--- src/rtl/seg7_scan_decoder.sv ---
// Seven-segment scan reader: filters a multiplexed active-low segment bus and
// streams decoded digits. Define SEG7_SCAN_CHANGE_ONLY_EN to emit only on change.
module seg7_scan_decoder #(
  parameter int NUM_DIGITS    = 6,
  parameter int STABLE_CYCLES = 4,
  parameter int DIG_W         = 3
) (
  input  logic                  clk,
  input  logic                  reset,
  input  logic [7:0]            seven_seg_in,
  input  logic [NUM_DIGITS-1:0] digit_sel,
  output logic                  out_valid,
  input  logic                  out_ready,
  output logic [DIG_W-1:0]      out_digit,
  output logic [3:0]            out_number,
  output logic                  out_dp,
  output logic                  out_blank,
  output logic                  out_error,
  output logic                  overflow,
  input  logic                  clr_overflow
);

  typedef enum logic [1:0] {IDLE, TRACK, LOCKED} state_t;

  localparam logic [3:0] STABLE_CNT = 4'(STABLE_CYCLES);

  logic [7:0]            s_seg_q, prev_seg_q;
  logic [NUM_DIGITS-1:0] s_sel_q, prev_sel_q;
  state_t                state_q, state_d;
  logic [3:0]            cnt_q, cnt_d;
  logic                  lock;
  logic                  sel_onehot, same;
  logic [DIG_W-1:0]      sel_idx;
  logic [3:0]            dec_number;
  logic                  dec_blank, dec_error;

  logic                  commit_q, commit_d;
  logic [DIG_W-1:0]      c_digit_q, c_digit_d;
  logic [3:0]            c_number_q, c_number_d;
  logic                  c_dp_q, c_dp_d, c_blank_q, c_blank_d, c_error_q, c_error_d;

  logic                  out_valid_q, out_valid_d;
  logic [DIG_W-1:0]      out_digit_q, out_digit_d;
  logic [3:0]            out_number_q, out_number_d;
  logic                  out_dp_q, out_dp_d, out_blank_q, out_blank_d, out_error_q, out_error_d;
  logic                  overflow_q, overflow_d;
  logic                  emit;

`ifdef SEG7_SCAN_CHANGE_ONLY_EN
  logic [7:0]            shadow_q [NUM_DIGITS];
  logic [7:0]            shadow_d [NUM_DIGITS];
  logic [7:0]            c_entry;
`endif

  always_comb begin
    sel_onehot = $onehot(s_sel_q);
    same       = ({s_sel_q, s_seg_q} == {prev_sel_q, prev_seg_q});
    sel_idx    = '0;
    for (int i = 0; i < NUM_DIGITS; i++) begin
      if (s_sel_q[i]) sel_idx = DIG_W'(i);
    end
  end

  always_comb begin
    dec_number = 4'h0;
    dec_blank  = 1'b0;
    dec_error  = 1'b0;
    case (s_seg_q[6:0])
      7'h40: dec_number = 4'h0;
      7'h79: dec_number = 4'h1;
      7'h24: dec_number = 4'h2;
      7'h30: dec_number = 4'h3;
      7'h19: dec_number = 4'h4;
      7'h12: dec_number = 4'h5;
      7'h02: dec_number = 4'h6;
      7'h78: dec_number = 4'h7;
      7'h00: dec_number = 4'h8;
      7'h10: dec_number = 4'h9;
      7'h08: dec_number = 4'hA;
      7'h03: dec_number = 4'hB;
      7'h46: dec_number = 4'hC;
      7'h21: dec_number = 4'hD;
      7'h06: dec_number = 4'hE;
      7'h0E: dec_number = 4'hF;
      7'h7F: dec_blank  = 1'b1;
      default: dec_error = 1'b1;
    endcase
  end

  // The first one-hot sample counts as 1; lock fires when the count reaches STABLE_CYCLES.
  always_comb begin
    state_d = state_q;
    cnt_d   = cnt_q;
    lock    = 1'b0;
    case (state_q)
      IDLE: begin
        cnt_d = 4'd0;
        if (sel_onehot) begin
          state_d = TRACK;
          cnt_d   = 4'd1;
        end
      end
      TRACK: begin
        if (!sel_onehot) begin
          state_d = IDLE;
          cnt_d   = 4'd0;
        end else if (!same) begin
          cnt_d = 4'd1;
        end else begin
          cnt_d = cnt_q + 4'd1;
          if (cnt_d == STABLE_CNT) begin
            state_d = LOCKED;
            lock    = 1'b1;
          end
        end
      end
      LOCKED: begin
        if (!sel_onehot) begin
          state_d = IDLE;
          cnt_d   = 4'd0;
        end else if (!same) begin
          state_d = TRACK;
          cnt_d   = 4'd1;
        end
      end
      default: begin
        state_d = IDLE;
        cnt_d   = 4'd0;
      end
    endcase
  end

  always_comb begin
    commit_d   = lock;
    c_digit_d  = c_digit_q;
    c_number_d = c_number_q;
    c_dp_d     = c_dp_q;
    c_blank_d  = c_blank_q;
    c_error_d  = c_error_q;
    if (lock) begin
      c_digit_d  = sel_idx;
      c_number_d = dec_number;
      c_dp_d     = ~s_seg_q[7];
      c_blank_d  = dec_blank;
      c_error_d  = dec_error;
    end
  end

  // A dropped event leaves the shadow untouched so the next scan regenerates it.
  always_comb begin
`ifdef SEG7_SCAN_CHANGE_ONLY_EN
    c_entry  = {c_number_q, c_dp_q, c_blank_q, c_error_q, 1'b1};
    emit     = commit_q && (shadow_q[c_digit_q] != c_entry);
    shadow_d = shadow_q;
`else
    emit     = commit_q;
`endif
    out_valid_d  = out_valid_q;
    out_digit_d  = out_digit_q;
    out_number_d = out_number_q;
    out_dp_d     = out_dp_q;
    out_blank_d  = out_blank_q;
    out_error_d  = out_error_q;
    overflow_d   = overflow_q && !clr_overflow;
    if (out_valid_q && out_ready) out_valid_d = 1'b0;
    if (emit) begin
      if (!out_valid_q || out_ready) begin
        out_valid_d  = 1'b1;
        out_digit_d  = c_digit_q;
        out_number_d = c_number_q;
        out_dp_d     = c_dp_q;
        out_blank_d  = c_blank_q;
        out_error_d  = c_error_q;
`ifdef SEG7_SCAN_CHANGE_ONLY_EN
        shadow_d[c_digit_q] = c_entry;
`endif
      end else begin
        overflow_d = 1'b1;
      end
    end
  end

  always_ff @(posedge clk) begin
    if (reset) begin
      s_seg_q      <= '0;
      s_sel_q      <= '0;
      prev_seg_q   <= '0;
      prev_sel_q   <= '0;
      state_q      <= IDLE;
      cnt_q        <= '0;
      commit_q     <= 1'b0;
      c_digit_q    <= '0;
      c_number_q   <= '0;
      c_dp_q       <= 1'b0;
      c_blank_q    <= 1'b0;
      c_error_q    <= 1'b0;
      out_valid_q  <= 1'b0;
      out_digit_q  <= '0;
      out_number_q <= '0;
      out_dp_q     <= 1'b0;
      out_blank_q  <= 1'b0;
      out_error_q  <= 1'b0;
      overflow_q   <= 1'b0;
`ifdef SEG7_SCAN_CHANGE_ONLY_EN
      shadow_q     <= '{default: '0};
`endif
    end else begin
      s_seg_q      <= seven_seg_in;
      s_sel_q      <= digit_sel;
      prev_seg_q   <= s_seg_q;
      prev_sel_q   <= s_sel_q;
      state_q      <= state_d;
      cnt_q        <= cnt_d;
      commit_q     <= commit_d;
      c_digit_q    <= c_digit_d;
      c_number_q   <= c_number_d;
      c_dp_q       <= c_dp_d;
      c_blank_q    <= c_blank_d;
      c_error_q    <= c_error_d;
      out_valid_q  <= out_valid_d;
      out_digit_q  <= out_digit_d;
      out_number_q <= out_number_d;
      out_dp_q     <= out_dp_d;
      out_blank_q  <= out_blank_d;
      out_error_q  <= out_error_d;
      overflow_q   <= overflow_d;
`ifdef SEG7_SCAN_CHANGE_ONLY_EN
      shadow_q     <= shadow_d;
`endif
    end
  end

  assign out_valid  = out_valid_q;
  assign out_digit  = out_digit_q;
  assign out_number = out_number_q;
  assign out_dp     = out_dp_q;
  assign out_blank  = out_blank_q;
  assign out_error  = out_error_q;
  assign overflow   = overflow_q;

endmodule

--- config.mk ---
export PLATFORM = sky130hd
export DESIGN_NAME = seg7_scan_decoder
export DESIGN_NICKNAME = d
export VERILOG_FILES = /design/src/rtl/seg7_scan_decoder.sv
export SDC_FILE = /design/constraint.sdc
export NUM_CORES = 1
export LEC_CHECK = 0
export CAP_MARGIN = 10
export CORE_ASPECT_RATIO = 1.75
export CORE_MARGIN = 2
export CORE_UTILIZATION = 43
export CTS_BUF_LIST = sky130_fd_sc_hd__clkbuf_4 sky130_fd_sc_hd__clkbuf_8 sky130_fd_sc_hd__clkbuf_16
export DETAILED_ROUTE_END_ITERATION = 7
export GPL_TIMING_DRIVEN = 1
export SLEW_MARGIN = 30
export SYNTH_ARGS = -nofsm -noshare
export SYNTH_HDL_FRONTEND = slang
export SYNTH_SLANG_ARGS = --single-unit
--- constraint.sdc ---
create_clock -name clk -period 4 [get_ports clk]
set_input_delay 1 -clock clk [delete_from_list [all_inputs] [get_ports clk]]
set_output_delay 1 -clock clk [all_outputs]
set_load 0.02 [all_outputs]
==> flow_metrics.tcl <==
set metrics [dict create \
    outcome "finished, final reports clean" \
    die_w_um 63.1 \
    insertion_delay_ns 0.35 \
    fin_crit_sh_pct 91.2 \
    grt_setup_unrepaired "false" \
    groute.usage.overall_pct 16.9 \
    netlist_instances 279 \
    num_rows 37 \
    ant_nets 0 \
    worst_setup_path_start_kind "flip-flop" \
    final-instance-count-excl-fill 383 \
    yosysWarnings 0 \
    layout_commonest_cell "dfxtp_1" \
    slew_viol_final 0 \
    firstDrtPassIters 4 \
    cts_setup_buffers 0 \
    die_h_um 107 \
    place_area_um2 2910 \
    synthArstFlopShare_pct 0 \
    pwr-share-comb_pct 8.4 \
    p_int_mw 1.02 \
    gp_congestion 0.754 \
    dpl.cell_count 367 \
    synth_nets 303 \
    syn-cell-area_um2 2630 \
    synth.avg_cell_area_um2 9.41 \
    start_util_pct 44.7 \
    area_growth_pct 19.3 \
    vias 1987 \
    setup_viol 0 \
    cp.required_ns 4.20 \
    worst_pin_slew_ns 0.716 \
    switchingPower_uw 304 \
    grt_max_degree 39 \
    leakagePower_nw 1.30 \
    h-tree-depth 3 \
    routed_wl_um 5160 \
    ys.flop_type "dfxtp_1" \
    drc 0 \
    clock_sink_count 57 \
    cts_buffer_depth 2 \
    cts_tree "done" \
    final_area_um2 3130 \
    dp_hpwl_um 3740 \
    root_buffer "clkbuf_8" \
    port_buffers 29 \
    gr-total-overflow 0 \
    antennaDiodeCount 0 \
    drive_gt1_share_pct 9.18 \
    antenna_found_initial 0 \
    relSlewSlack_pct 52.2 \
    arrival_ns 3.84 \
    period_needed_ns 3.65 \
    max_clock_freq_mhz 274 \
    clkPwrFrac_pct 45.7 \
    num-fill-cells 589 \
    finalSetupTns_ns 0 \
    seq_power_share_pct 45.9 \
    finalHoldViolCount 0 \
    cap_violations 0 \
    end_kind "flip-flop" \
    vdd_drop_max_mv 0.245 \
    hold_depth 2 \
    path_max_fanout 7 \
    hold_class "reg -> reg" \
    cts_hold_buf 0 \
    seq_area_frac_synth_pct 43.4 \
    path_class "reg -> reg" \
    rr_worst_depth 10 \
    post-route-util_pct 53.3 \
    nNetsFinal 324 \
    final_cell_mix "57 x dfxtp_1, 28 x nor2_1, 28 x clkdlybuf4s50_1" \
    fin_ws_ns 0.353 \
    clock_skew_ns 0.0118 \
    synthDistinctLibCells 54 \
    synth_seq_cells 57 \
    cts_buffers 9 \
    grt_pass1_wl_um 8710 \
    preCtsSetupSlack_ns 0.369 \
    die_area_um2 6770 \
    routedWlPerCell_um 13.5 \
    drt-vias-per-instance 5.19 \
    cts_resized 0 \
    drt_iter0_drc 81 \
    p_per_area_nw_per_um2 424 \
    pin_count 30 \
    synth_edf_count 0 \
    coreArea_um2 5880 \
    grt_pass1_vias 1894 \
    path_clk_slew_ns 0.06 \
    sw_frac_of_total_pct 22.9 \
]
-- metrics by stage --
stage               power, mW  hold WS [ns]
finish                   1.33         0.484
global route             1.38         0.519
CTS                      1.34         0.492
detailed placement      0.734         0.483
global placement        0.731         0.474
floorplan               0.698         0.443
-- worst paths after layout --
path	start	to	slack, ns
hold reg to reg	c_blank_q	c_blank_q	0.48
setup reg to reg	s_sel_q[0]	c_digit_q[0]	0.35
setup / recovery	s_sel_q[0]	c_digit_q[0]	0.35
hold / removal	c_blank_q	c_blank_q	0.48
-- worst max-delay path, stage by stage, from the launching register on --
cell and delay, ns:
dfxtp_1 0.34, inv_1 0.08, fa_1 0.49, fa_1 0.49
inv_1 0.04, ha_1 0.18, fa_1 0.43, or3b_4 0.43
or3b_1 0.56, nor3_4 0.33, a311oi_2 0.14
-- kinds of logic (layout without fill, tap and decap cells) --
family / after synthesis / count (layout) / synth area share, %
compound gates: 49 / 49 / 13.5
xor+xnor: 15 / 15 / 5.00
fa+ha+maj: 6 / 6 / 3.72
buf+inv: 34 / 60 / 6.53
flops: 57 / 57 / 43.4
mux: 10 / 10 / 3.81
simple gates: 108 / 108 / 24.0
-- sequential cells by signal, indices dropped and copies added (netlist names), 3 cells and up --
name	flops
c_digit_q	3
c_number_q	4
cnt_q	4
out_digit	3
out_number	4
prev_seg_q	8
prev_sel_q	6
s_seg_q	8
s_sel_q	6
-- power by group through the flow --
stage | logic (mW) | clock network (mW) | registers [mW]
2_1_floorplan | 0.0909 | 0 | 0.607
3_3_place_gp | 0.109 | 0 | 0.622
3_5_place_dp | 0.112 | 0 | 0.622
4_1_cts | 0.112 | 0.616 | 0.610
5_1_grt | 0.125 | 0.645 | 0.613
6_report | 0.111 | 0.607 | 0.610
-- synthesized netlist by cell type (2+ instances only) --
library cell,instances,area [µm²]
nor3b_1,7,52.6
xor2_1,15,131
dfxtp_1,57,1140
nand3_1,7,35.0
nand4_1,3,18.8
nor4_1,6,37.5
buf_2,4,20.0
nand2_1,9,33.8
a31oi_1,6,37.5
nand2b_1,2,12.5
buf_6,2,22.5
nor3_1,4,20.0
o21ai_0,9,45.0
o31ai_1,3,22.5
and3b_1,2,17.5
clkbuf_1,13,48.8
o211ai_1,2,15.0
nor2b_1,26,163
ha_1,3,37.5
fa_1,3,60.1
a211oi_1,4,30.0
and3_1,3,18.8
a311oi_1,2,17.5
a21oi_1,8,40.0
a32oi_1,2,17.5
nor2_1,28,105
inv_1,12,45.0
buf_4,2,15.0
mux2i_1,10,100
-- cell type report --
class | count | area, µm² | area share, %
clock buffer | 11 | 151 | 4.83
clock inverter | 5 | 77.6 | 2.48
inverter | 12 | 45.0 | 1.44
multi-input combinational | 188 | 1310 | 41.9
sequential | 57 | 1140 | 36.4
tap | 78 | 97.6 | 3.11
timing repair buffer | 32 | 308 | 9.82
-- routing by layer --
metal / GRT usage, % / vias to the layer above / part of all wire (%)
met3: 5.02 / 11 / 3.2
met1: 17.5 / 931 / 41
met2: 29.9 / 30 / 54
met5: 0 / - / 0
met4: 9.52 / 0 / 2.1
li1: - / 1015 / -
(Power assumes the default switching activity.)
